## config.mk

```make
export PLATFORM = sky130hd
export DESIGN_NAME = expression_result_unpacker
export DESIGN_NICKNAME = d
export VERILOG_FILES = /design/src/rtl/expression_result_pkg.sv /design/src/rtl/expression_result_unpacker_field_extend.sv /design/src/rtl/expression_result_unpacker.sv
export SDC_FILE = /design/constraint.sdc
export NUM_CORES = 1
export LEC_CHECK = 0
export ABC_AREA = 1
export BUFFER_PORTS_ARGS = -buffer_cell sky130_fd_sc_hd__buf_2
export CAP_MARGIN = 25
export CORE_ASPECT_RATIO = 1.5
export CORE_UTILIZATION = 59
export CTS_BUF_LIST = sky130_fd_sc_hd__clkbuf_8
export DETAILED_ROUTE_END_ITERATION = 8
export PLACE_DENSITY = 0.82
export SETUP_SLACK_MARGIN = 0.4
export SLEW_MARGIN = 20
export SYNTH_ARGS = -nofsm -noshare
export SYNTH_HDL_FRONTEND = slang
export SYNTH_HIERARCHICAL = 1
export SYNTH_SLANG_ARGS = --single-unit
```

## constraint.sdc

```tcl
create_clock -name clk -period 3.8 [get_ports clk]
set_clock_uncertainty 0.2 [all_clocks]
set_input_delay 0.57 -clock clk [delete_from_list [all_inputs] [get_ports clk]]
set_output_delay 0.57 -clock clk [all_outputs]
set_load 0.1 [all_outputs]
```

## src/rtl/expression_result_pkg.sv

```systemverilog
// Shared constants, field-layout helpers and FSM state type for the result unpacker.
// The optional checksum beat is selected by the UNPACK_CHECKSUM_EN macro.
package expression_result_pkg;

   localparam int RES_W   = 90;
   localparam int NFIELDS = 18;

   typedef enum logic {
      IDLE,
      EMIT
   } state_t;

   function automatic logic [2:0] field_width(input logic [4:0] idx);
      logic [4:0] m;
      m = idx % 5'd3;
      unique case (m)
         5'd0:    return 3'd4;
         5'd1:    return 3'd5;
         default: return 3'd6;
      endcase
   endfunction

   function automatic logic field_signed(input logic [4:0] idx);
      logic [4:0] m;
      m = idx % 5'd6;
      return (m >= 5'd3);
   endfunction

endpackage

```

## src/rtl/expression_result_unpacker_field_extend.sv

```systemverilog
// Extends a top-aligned 4/5/6-bit field to 8 bits, sign or zero fill.
// Widths other than 4/5/6 produce zero.
module field_extend (
   input  logic [5:0] raw,
   input  logic [2:0] width,
   input  logic       is_signed,
   output logic [7:0] data
);

   logic fill;

   always_comb begin
      data = '0;
      fill = is_signed & raw[5];
      unique case (width)
         3'd4:    data = {{4{fill}}, raw[5:2]};
         3'd5:    data = {{3{fill}}, raw[5:1]};
         3'd6:    data = {{2{fill}}, raw};
         default: data = '0;
      endcase
   end

endmodule

```

## src/rtl/expression_result_unpacker.sv

```systemverilog
// Serialises a 90-bit packed result word into 18 extended field beats.
// UNPACK_CHECKSUM_EN adds a trailing modular-sum beat with idx 18.
module expression_result_unpacker
   import expression_result_pkg::*;
#(
   parameter int RES_W   = 90,
   parameter int NFIELDS = 18
) (
   input  logic             clk,
   input  logic             rst_n,
   input  logic             in_valid,
   output logic             in_ready,
   input  logic [RES_W-1:0] in_y,
   output logic             out_valid,
   input  logic             out_ready,
   output logic [4:0]       out_idx,
   output logic [2:0]       out_width,
   output logic             out_signed,
   output logic [7:0]       out_data,
   output logic             out_last,
   output logic [15:0]      words_done
);

   if (RES_W != 90 || NFIELDS != 18) begin : g_bad_cfg
      $error("expression_result_unpacker: RES_W must be 90 and NFIELDS 18");
   end

   localparam logic [4:0] LAST_FIELD = 5'(NFIELDS - 1);

   state_t           state;
   logic [RES_W-1:0] shift;
   logic [RES_W-1:0] src;
   logic [4:0]       nidx;
   logic [2:0]       nwidth;
   logic             nsigned;
   logic [7:0]       ext_data;
   logic             accept;
   logic             fire;

`ifdef UNPACK_CHECKSUM_EN
   logic [7:0] sum;
`endif

   assign accept = (state == IDLE) && in_valid && in_ready;
   assign fire   = out_valid && out_ready;

   // Next field always comes from the top of the (re)loaded shift register.
   always_comb begin
      src     = (state == IDLE) ? in_y : (shift << out_width);
      nidx    = (state == IDLE) ? 5'd0 : out_idx + 5'd1;
      nwidth  = field_width(nidx);
      nsigned = field_signed(nidx);
   end

   field_extend u_ext (
      .raw       (src[RES_W-1 -: 6]),
      .width     (nwidth),
      .is_signed (nsigned),
      .data      (ext_data)
   );

   always_ff @(posedge clk or negedge rst_n) begin
      if (!rst_n) begin
         state      <= IDLE;
         shift      <= '0;
         in_ready   <= 1'b0;
         out_valid  <= 1'b0;
         out_idx    <= '0;
         out_width  <= '0;
         out_signed <= 1'b0;
         out_data   <= '0;
         out_last   <= 1'b0;
         words_done <= '0;
`ifdef UNPACK_CHECKSUM_EN
         sum        <= '0;
`endif
      end else begin
         unique case (state)
            IDLE: begin
               in_ready <= 1'b1;
               if (accept) begin
                  in_ready   <= 1'b0;
                  state      <= EMIT;
                  shift      <= src;
                  out_valid  <= 1'b1;
                  out_idx    <= nidx;
                  out_width  <= nwidth;
                  out_signed <= nsigned;
                  out_data   <= ext_data;
                  out_last   <= 1'b0;
`ifdef UNPACK_CHECKSUM_EN
                  sum        <= '0;
`endif
               end
            end
            EMIT: begin
               if (fire) begin
                  if (out_last) begin
                     state      <= IDLE;
                     in_ready   <= 1'b1;
                     out_valid  <= 1'b0;
                     out_last   <= 1'b0;
                     words_done <= words_done + 16'd1;
`ifdef UNPACK_CHECKSUM_EN
                  end else if (out_idx == LAST_FIELD) begin
                     out_idx    <= nidx;
                     out_width  <= '0;
                     out_signed <= 1'b0;
                     out_data   <= sum + out_data;
                     out_last   <= 1'b1;
`endif
                  end else begin
                     shift      <= src;
                     out_idx    <= nidx;
                     out_width  <= nwidth;
                     out_signed <= nsigned;
                     out_data   <= ext_data;
`ifdef UNPACK_CHECKSUM_EN
                     out_last   <= 1'b0;
                     sum        <= sum + out_data;
`else
                     out_last   <= (nidx == LAST_FIELD);
`endif
                  end
               end
            end
            default: state <= IDLE;
         endcase
      end
   end

endmodule

```

# After elaboration in Yosys (flattened, before gate mapping)
# Index checks and enable logic that the tools add are counted.
# totals
ff_bits	127
inputBits	94
output_inout_bits	36
elab_cells	76
# classes
n_addsub	2
div_mod_pow	2
magnitude_cmp	1
n_eq_ne	9
shifts	1
mux	40
bitwise	2
n_reduce_logical	9
# op_table
operator	n
$mux 90	4
$pmux 90 s2	1
$shl 90x3->90	1
$mux 8	3
$pmux 8 s3	1
$mux 5	4
$add 16x1->16 const B	1
$pmux 8 s2	1
$mux 1	15
$pmux 1 s2	5
$pmux 5 s2	1
$eq 3x3->1 const B	3
$mux 3	3
$reduce_and 3->1	3
$ne 2x2->1 const B	3
$pmux 3 s2	1
$add 5x1->5 const B	1
$eq 5x1->1 const B	1
$eq 5x5->1 const B	1
$ge 5x2->1 const B	1
$logic_not 5->1	1
$mod 5x2->5 const B	1
$mod 5x3->5 const B	1
$pmux 2 s2	1
other kinds (5)	8

# Depth between registers and ports, before layout
# Gate-level depths: netlist of run 1.
# logic_depth
ltp_word	10
mapped_depth	30
depth_no_buf	28

# Modules after synthesis
# The synthesis of run 1 kept the hierarchy.
# by_module_without_submodules
module	instances	cells_per_inst	area_each_um2	seq_area_each_um2
expression_result_unpacker	1	1431	8938.6	3178.0
field_extend	1	34	197.7	0.0

# Worst setup path after synthesis of run 1
# OpenSTA, ideal clock, no wires.
# synth_path
kind	register to register
from	register out_idx[0]
to	register out_data[7]
arrival_ns	3.926
slack_ns	-0.445
path_stages_with_launch	27
period_less_slack_ns	4.245
cell_sequence	dfrtp_1 > ha_1 > nand3_2 > nor2_1 > nor2_4 > ha_1 > inv_1 > nand2_2 > nand2_1 > nand2_1 > nand3_1 > inv_1 > ha_1 > inv_1 > nand2_1 > nand2_2 > nand2_1 > nor2_2 > nand2_1 > o21ai_2 > and2_1 > inv_2 > o21ai_1 > nor2_1 > buf_4 > nand2_1 > nand2_1
# synth_between
elab_chain_len	10
# synth_lines
item	line	source
start: declaration	expression_result_unpacker.sv:16	output logic [4:0] out_idx,
start signal: assignment	expression_result_unpacker.sv:86	out_idx <= nidx;
start signal: assignment	expression_result_unpacker.sv:114	out_idx <= nidx;
$add 5x1->5 (*)	expression_result_unpacker.sv:50	nidx = (state == IDLE) ? 5'd0 : out_idx + 5'd1;
$mux 5 (*)	expression_result_unpacker.sv:50	
net nidx[4]	expression_result_unpacker.sv:33	logic [4:0] nidx;
$mod 5x2->5 (*)	expression_result_pkg.sv:15	m = idx % 5'd3;
$eq 5x1->1 / $logic_not 5->1 (equally long branches)	expression_result_pkg.sv:16	unique case (m)
$pmux 2 s2 (*)	expression_result_pkg.sv:16	
net nwidth[0]	expression_result_unpacker.sv:34	logic [2:0] nwidth;
$eq 3x3->1	expression_result_unpacker_field_extend.sv:15	unique case (width)
$pmux 8 s3 (*)	expression_result_unpacker_field_extend.sv:15	
net ext_data[7]	expression_result_unpacker.sv:36	logic [7:0] ext_data;
$mux 8	expression_result_unpacker.sv:98	if (out_last) begin
$mux 8	expression_result_unpacker.sv:97	if (fire) begin
$pmux 8 s2 (*)	expression_result_unpacker.sv:78	unique case (state)
end signal: assignment	expression_result_unpacker.sv:89	out_data <= ext_data;
end signal: assignment	expression_result_unpacker.sv:117	out_data <= ext_data;
end: declaration	expression_result_unpacker.sv:19	output logic [7:0] out_data,
# Mark *: on every way through the listed nets, which the timed path passes. The rest lies on a longest branch. The select of a mux whose other input is x is not followed.
# A chain may end at the register's enable or synchronous reset.

# Worst setup path in the final report of run 1
# layout_path
from	register out_idx[1]
to	register out_data[7]
# layout_between
elab_chain_len	10
# layout_lines
item	line
$add 5x1->5 (*)	expression_result_unpacker.sv:50
$mux 5 (*)	expression_result_unpacker.sv:50
net nidx[4]	expression_result_unpacker.sv:33
$mod 5x2->5 (*)	expression_result_pkg.sv:15
$eq 5x1->1 / $logic_not 5->1 (equally long branches)	expression_result_pkg.sv:16
$pmux 2 s2 (*)	expression_result_pkg.sv:16
net nwidth[0]	expression_result_unpacker.sv:34
$eq 3x3->1	expression_result_unpacker_field_extend.sv:15
$pmux 8 s3 (*)	expression_result_unpacker_field_extend.sv:15
$mux 8	expression_result_unpacker.sv:98
$mux 8	expression_result_unpacker.sv:97
$pmux 8 s2 (*)	expression_result_unpacker.sv:78
# Marked as above.

==> flow_summary.json, run 1 <==
{
  "fin_tns_setup_ns": 0,
  "vias_per_cell": 5.64,
  "crit_path_start_kind": "register",
  "drive_gt1_share_pct": 18.3,
  "cts_buffers": 17,
  "final.period_utilization_pct": 91.9,
  "cts.clk_slew.worst_paths_ns": 0.08,
  "rsz0062_at_grt": "yes",
  "final_common_cell": "nand2_1",
  "dieHeight_microns": 154,
  "hold_path_class": "input port to register",
  "io_pins": 130,
  "io_buffers": 129,
  "setup_viol": 0,
  "grt_pass1_wl_microns": 42000,
  "drtIter0Drc": 850,
  "hpwl_microns": 16800,
  "final_antenna_net_count": 0,
  "hold_slack_ns": 0.196,
  "nFillCells": 1372,
  "first_pass_iters": 6,
  "cts-root-buf": "clkbuf_8",
  "grt_pass1_vias": 9204,
  "ctsLongestPathBuffers": 2,
  "die_area_sq_um": 16000,
  "relSlewSlack_pct": 37.3,
  "slew_viol_final": 0,
  "worstSetupEndpointType": "register",
  "fmax_mhz": 286,
  "clk-insertion-delay-late_ns": 0.46,
  "ys_types": 41,
  "areaGrowthSynthToFinish_pct": 17.1,
  "dieWidth_microns": 104,
  "drc": 0,
  "gp_congestion": 0.907,
  "num_rows": 55,
  "pre_cts_ws_ns": 0.132,
  "layout.nets": 1653,
  "fin_crit_ns": 3.49,
  "worst_ep_arrival_time_ns": 3.64,
  "most-common-layout-cells": "543 x nand2_1, 176 x o21ai_0, 141 x inv_1",
  "htreeDepth": 4,
  "grt_start_max_net_pins": 90,
  "worstSetupPathType": "register to register",
  "num_vias": 9959,
  "yosys_warnings": 6,
  "drv_cap": 0,
  "cp-startpoint": "out_idx[1]",
  "yosysSeqAreaShare_pct": 34.8,
  "routed_wl_microns": 26100,
  "antenna_found_initial": 2,
  "status": "completed",
  "worst_pin_slew_ns": 0.940,
  "syn_area_sq_um": 9140,
  "grt-ovfl-total": 0,
  "path_max_fanout": 7,
  "cts_tree": "yes",
  "finish.utilization_pct": 70.7,
  "synthCells": 1465,
  "synth_seq_cells": 127,
  "track_usage_pct": 32.2,
  "worstPathRequired_ns": 3.95,
  "cts.sinks": 127,
  "start_util_pct": 60.3,
  "avgSynthCellArea_sq_um": 6.24,
  "setup_slack_ns": 0.307,
  "worstHoldStart": "in_y[5]",
  "finalHoldViolCount": 0,
  "r2r-start": "out_idx[1]",
  "synth_nets": 1566,
  "fp.coreArea_sq_um": 15100,
  "wire_per_inst_microns": 14.8
}
[flip-flops by register name, indices dropped and copies added (netlist names)]
name	flops
out_width	3
words_done	16
out_last	1
out_valid	1
out_data	8
out_signed	1
out_idx	5
state	1
shift	90
in_ready	1
[cell families (layout without fill, tap and decap cells)]
| logic type | count (synthesis) | in the layout | synth area share, % |
|---|---|---|---|
| other cells | 1 | 2 | 0.0410 |
| xor+xnor | 15 | 15 | 1.44 |
| compound gates | 305 | 305 | 17.5 |
| buf+inv | 250 | 350 | 10.7 |
| mux | 2 | 2 | 0.246 |
| simple gates | 758 | 758 | 34.4 |
| flops | 127 | 127 | 34.8 |
| fa+ha+maj | 7 | 7 | 0.959 |
[Yosys cell counts]
| cell type | number | area (sq um) |
|---|---|---|
| o21ai_2 | 2 | 17.5 |
| a21boi_1 | 1 | 7.51 |
| nor3_4 | 1 | 16.3 |
| clkbuf_1 | 77 | 289 |
| xor2_1 | 9 | 78.8 |
| o2bb2ai_1 | 1 | 8.76 |
| a21boi_0 | 1 | 7.51 |
| conb_1 | 1 | 3.75 |
| nor3_1 | 2 | 10.0 |
| nor2_1 | 39 | 146 |
| buf_4 | 2 | 15.0 |
| o21ai_1 | 3 | 15.0 |
| nand3b_1 | 1 | 7.51 |
| inv_2 | 6 | 22.5 |
| o21ai_0 | 177 | 886 |
| or2_2 | 1 | 6.26 |
| nor4_1 | 2 | 12.5 |
| xnor2_1 | 6 | 52.6 |
| clkinv_1 | 2 | 7.51 |
| mux2_2 | 2 | 22.5 |
| nand3_1 | 116 | 581 |
| nand2_2 | 8 | 50.1 |
| nor3_2 | 1 | 10.0 |
| o211ai_1 | 8 | 60.1 |
| nor2_2 | 3 | 18.8 |
| nand2_1 | 561 | 2110 |
| a211oi_1 | 2 | 15.0 |
| buf_1 | 11 | 41.3 |
| inv_6 | 1 | 8.76 |
| nand3_2 | 3 | 30.0 |
| nand4_1 | 14 | 87.6 |
| dfrtp_1 | 127 | 3180 |
| nor3b_1 | 1 | 7.51 |
| buf_6 | 3 | 33.8 |
| o221ai_1 | 2 | 17.5 |
| a31oi_1 | 19 | 119 |
| nor2_4 | 4 | 45.0 |
| a21oi_1 | 89 | 445 |
| ha_1 | 7 | 87.6 |
| and2_1 | 1 | 6.26 |
| inv_1 | 148 | 556 |
[worst max-delay path: stages (launching register included)]
cell and delay (ns):
dfrtp_4 0.52, ha_4 0.19, nand3_4 0.09, nand2_2 0.05, nand2_2 0.08, nor2_4 0.06
ha_4 0.28, inv_2 0.05, nand2_4 0.09, nand2_4 0.07, nand2_4 0.08, nand3_2 0.09
inv_2 0.08, ha_4 0.19, inv_2 0.05, nand2_2 0.08, nand2_4 0.10, nand2_1 0.06
nand2_1 0.08, nand2_2 0.08, o21ai_4 0.19, and2_4 0.25, inv_6 0.06, o21ai_2 0.14
nor2_2 0.06, nand2_1 0.06, nand2_1 0.06
[what timing repair did]
| item | CTS | global route |
|---|---|---|
| endpoints found under the setup margin | 8 | 9 |
| pin swaps | 5 | 38 |
| buffers inserted | 6 | 11 |
| hold endpoints to repair | 13 | 0 |
| gates resized for setup | 14 | 55 |
| cloned | 0 | 0 |
| hold buffers | 1 | 0 |
[metrics by stage]
stage                     cell area (sq um)  cells
after global routing                  10700   1765
after floorplan                        9200   1465
after CTS                             10400   1753
final                                 10700   1765
after global placement                 9880   1714
after detailed placement               9880   1714
[routing by layer]
metal	vias up	wire (microns)	global-route usage (%)
met5	-	13	0
met4	2	1020	15.4
met3	93	1720	5.77
met2	421	12800	55.7
met1	4562	10600	38.7
li1	4881	-	-
[cell type report]
class | instances | area (sq um) | area share (%)
clock buffer | 17 | 234 | 2.19
antenna | 1 | 2.50 | 0.0234
multi-input combinational | 1088 | 5320 | 49.7
inverter | 157 | 606 | 5.66
sequential | 127 | 3190 | 29.8
clock inverter | 15 | 161 | 1.51
tap | 199 | 249 | 2.33
timing repair buffer | 161 | 936 | 8.75
[final timing paths]
check / cells after the start / end / slack (ns)
min in group asynchronous: 2 / shift[25] / 0.52
max reg2reg: 26 / out_data[7] / 0.31
max in group asynchronous: 3 / out_width[1] / 2.00
max: 26 / out_data[7] / 0.31
min: 3 / shift[5] / 0.20
min reg2reg: 1 / words_done[15] / 0.27
Power of run 1 is left out: the tool's default activity adds up to more than one toggle a clock period on the data nets, which glitch-free logic cannot reach.
==> inputs of run 2 (changes only) <==
Settings changed: RECOVER_POWER set to 50.
==> flow_summary.json, run 2 (synthesized netlist as in run 1, its figures left out) <==
{
  "status": "completed",
  "num_vias": 10003,
  "nFillCells": 1377,
  "largestRegisters": "shift x90, words_done x16, out_data x8",
  "fin_tns_setup_ns": 0,
  "die_area_sq_um": 16000,
  "slew_viol_final": 0,
  "wl_met2_microns": 12800,
  "drive_gt1_share_pct": 17.9,
  "areaGrowthSynthToFinish_pct": 16.8,
  "wire_per_inst_microns": 14.8,
  "cts_tree": "yes",
  "dieWidth_microns": 104,
  "io_pins": 130,
  "routed_wl_microns": 26100,
  "wl_met3_microns": 1720,
  "worstHoldStart": "in_y[5]",
  "worst_ep_arrival_time_ns": 3.65,
  "fp.coreArea_sq_um": 15100,
  "antenna_found_initial": 2,
  "start_util_pct": 60.3,
  "hpwl_microns": 16800,
  "grt_pass1_vias": 9204,
  "most-common-layout-cells": "543 x nand2_1, 176 x o21ai_0, 141 x inv_1",
  "final_antenna_net_count": 0,
  "finalHoldViolCount": 0,
  "final_area_sq_um": 10700,
  "cts-root-buf": "clkbuf_8",
  "drc": 0,
  "worstPathRequired_ns": 3.96,
  "dp_cells": 1714,
  "htreeDepth": 4,
  "fmax_mhz": 286,
  "cts.sinks": 127,
  "grt_start_max_net_pins": 90,
  "pre_cts_ws_ns": 0.132,
  "gp_congestion": 0.907,
  "grt-ovfl-total": 0,
  "path_max_fanout": 7,
  "final_cells": 1765,
  "worst_pin_slew_ns": 1.45,
  "setup_slack_ns": 0.304,
  "largest-register": "shift",
  "fin_crit_ns": 3.50,
  "placed_area_sq_um": 9880,
  "wl_met1_microns": 10500,
  "dieHeight_microns": 154,
  "hold_path_class": "input port to register",
  "cp-startpoint": "out_idx[0]",
  "num_rows": 55,
  "relSlewSlack_pct": 3.37,
  "drv_cap": 0,
  "io_buffers": 129,
  "worstSetupPathType": "register to register",
  "vias_per_cell": 5.67,
  "worstSetupEndpointType": "register",
  "largest_reg_flops": 90,
  "track_usage_pct": 32.2,
  "ctsLongestPathBuffers": 2,
  "cts_buffers": 17,
  "clk-insertion-delay-late_ns": 0.47,
  "crit_path_start_kind": "register",
  "grt_pass1_wl_microns": 42000,
  "cts.clk_slew.worst_paths_ns": 0.08,
  "final_common_cell": "nand2_1",
  "final.period_utilization_pct": 92.0,
  "setup_viol": 0,
  "r2r-start": "out_idx[0]",
  "rsz0062_at_grt": "yes",
  "top_layer": "met5",
  "drtIter0Drc": 900,
  "first_pass_iters": 7,
  "layout.nets": 1653
}
-- run 2: layout make-up --
| type | count | area (sq um) | area share [%] |
|---|---|---|---|
| Antenna cell | 1 | 2.50 | 0.0235 |
| Clock buffer | 17 | 234 | 2.19 |
| Clock inverter | 15 | 161 | 1.51 |
| Inverter | 157 | 606 | 5.68 |
| Multi-Input combinational cell | 1088 | 5310 | 49.8 |
| Sequential cell | 127 | 3190 | 29.9 |
| Tap cell | 199 | 249 | 2.33 |
| Timing Repair Buffer | 161 | 916 | 8.59 |
-- run 2: critical path: stages, from the launching register on --
cell and delay [ns]:
dfrtp_4 0.45, ha_4 0.17, nand3_4 0.08, nand2_2 0.07, nand2_2 0.06, nor2_4 0.19
ha_4 0.23, inv_2 0.08, nand2_4 0.07, nand3_4 0.11, nand2_4 0.09, nand2_2 0.09
nand3_1 0.09, nand2_2 0.13, ha_4 0.17, inv_1 0.07, nand2_1 0.11, nand3_2 0.09
o21ai_4 0.17, and2_4 0.25, inv_6 0.06, o21ai_2 0.14, nor2_2 0.06, nand2_1 0.06
nand2_1 0.06
-- run 2: routing by layer --
metal	vias up	track usage, %
li1	4873	-
met1	4598	38.7
met2	430	55.7
met3	100	5.77
met4	2	15.4
met5	-	0
-- run 2: path summary, 6_finish.rpt --
check / to / slack [ns] / cells after the start
worst max-delay path: out_data[7] / 0.30 / 24
worst min-delay path: shift[5] / 0.19 / 3
worst max register to register: out_data[7] / 0.30 / 24
worst min register to register: words_done[15] / 0.27 / 1
max in group asynchronous: out_width[1] / 0.75 / 3
min in group asynchronous: shift[25] / 0.78 / 2
-- run 2: per-stage QoR --
stage          util (%)  hold WS (ns)
3_5_place_dp       65.3         0.260
5_1_grt            70.5         0.190
2_1_floorplan         -        0.0744
3_3_place_gp       65.3         0.257
6_report           70.5         0.189
4_1_cts            68.5         0.188
-- run 2: what timing repair did --
action / in CTS / in global routing
endpoints found under the hold margin: 13 / 0
pin swaps: 5 / 38
hold buffers: 1 / 0
resized for setup: 14 / 55
buffers inserted: 6 / 11
setup endpoints to repair: 8 / 9
Power of run 2 is left out for the same reason.
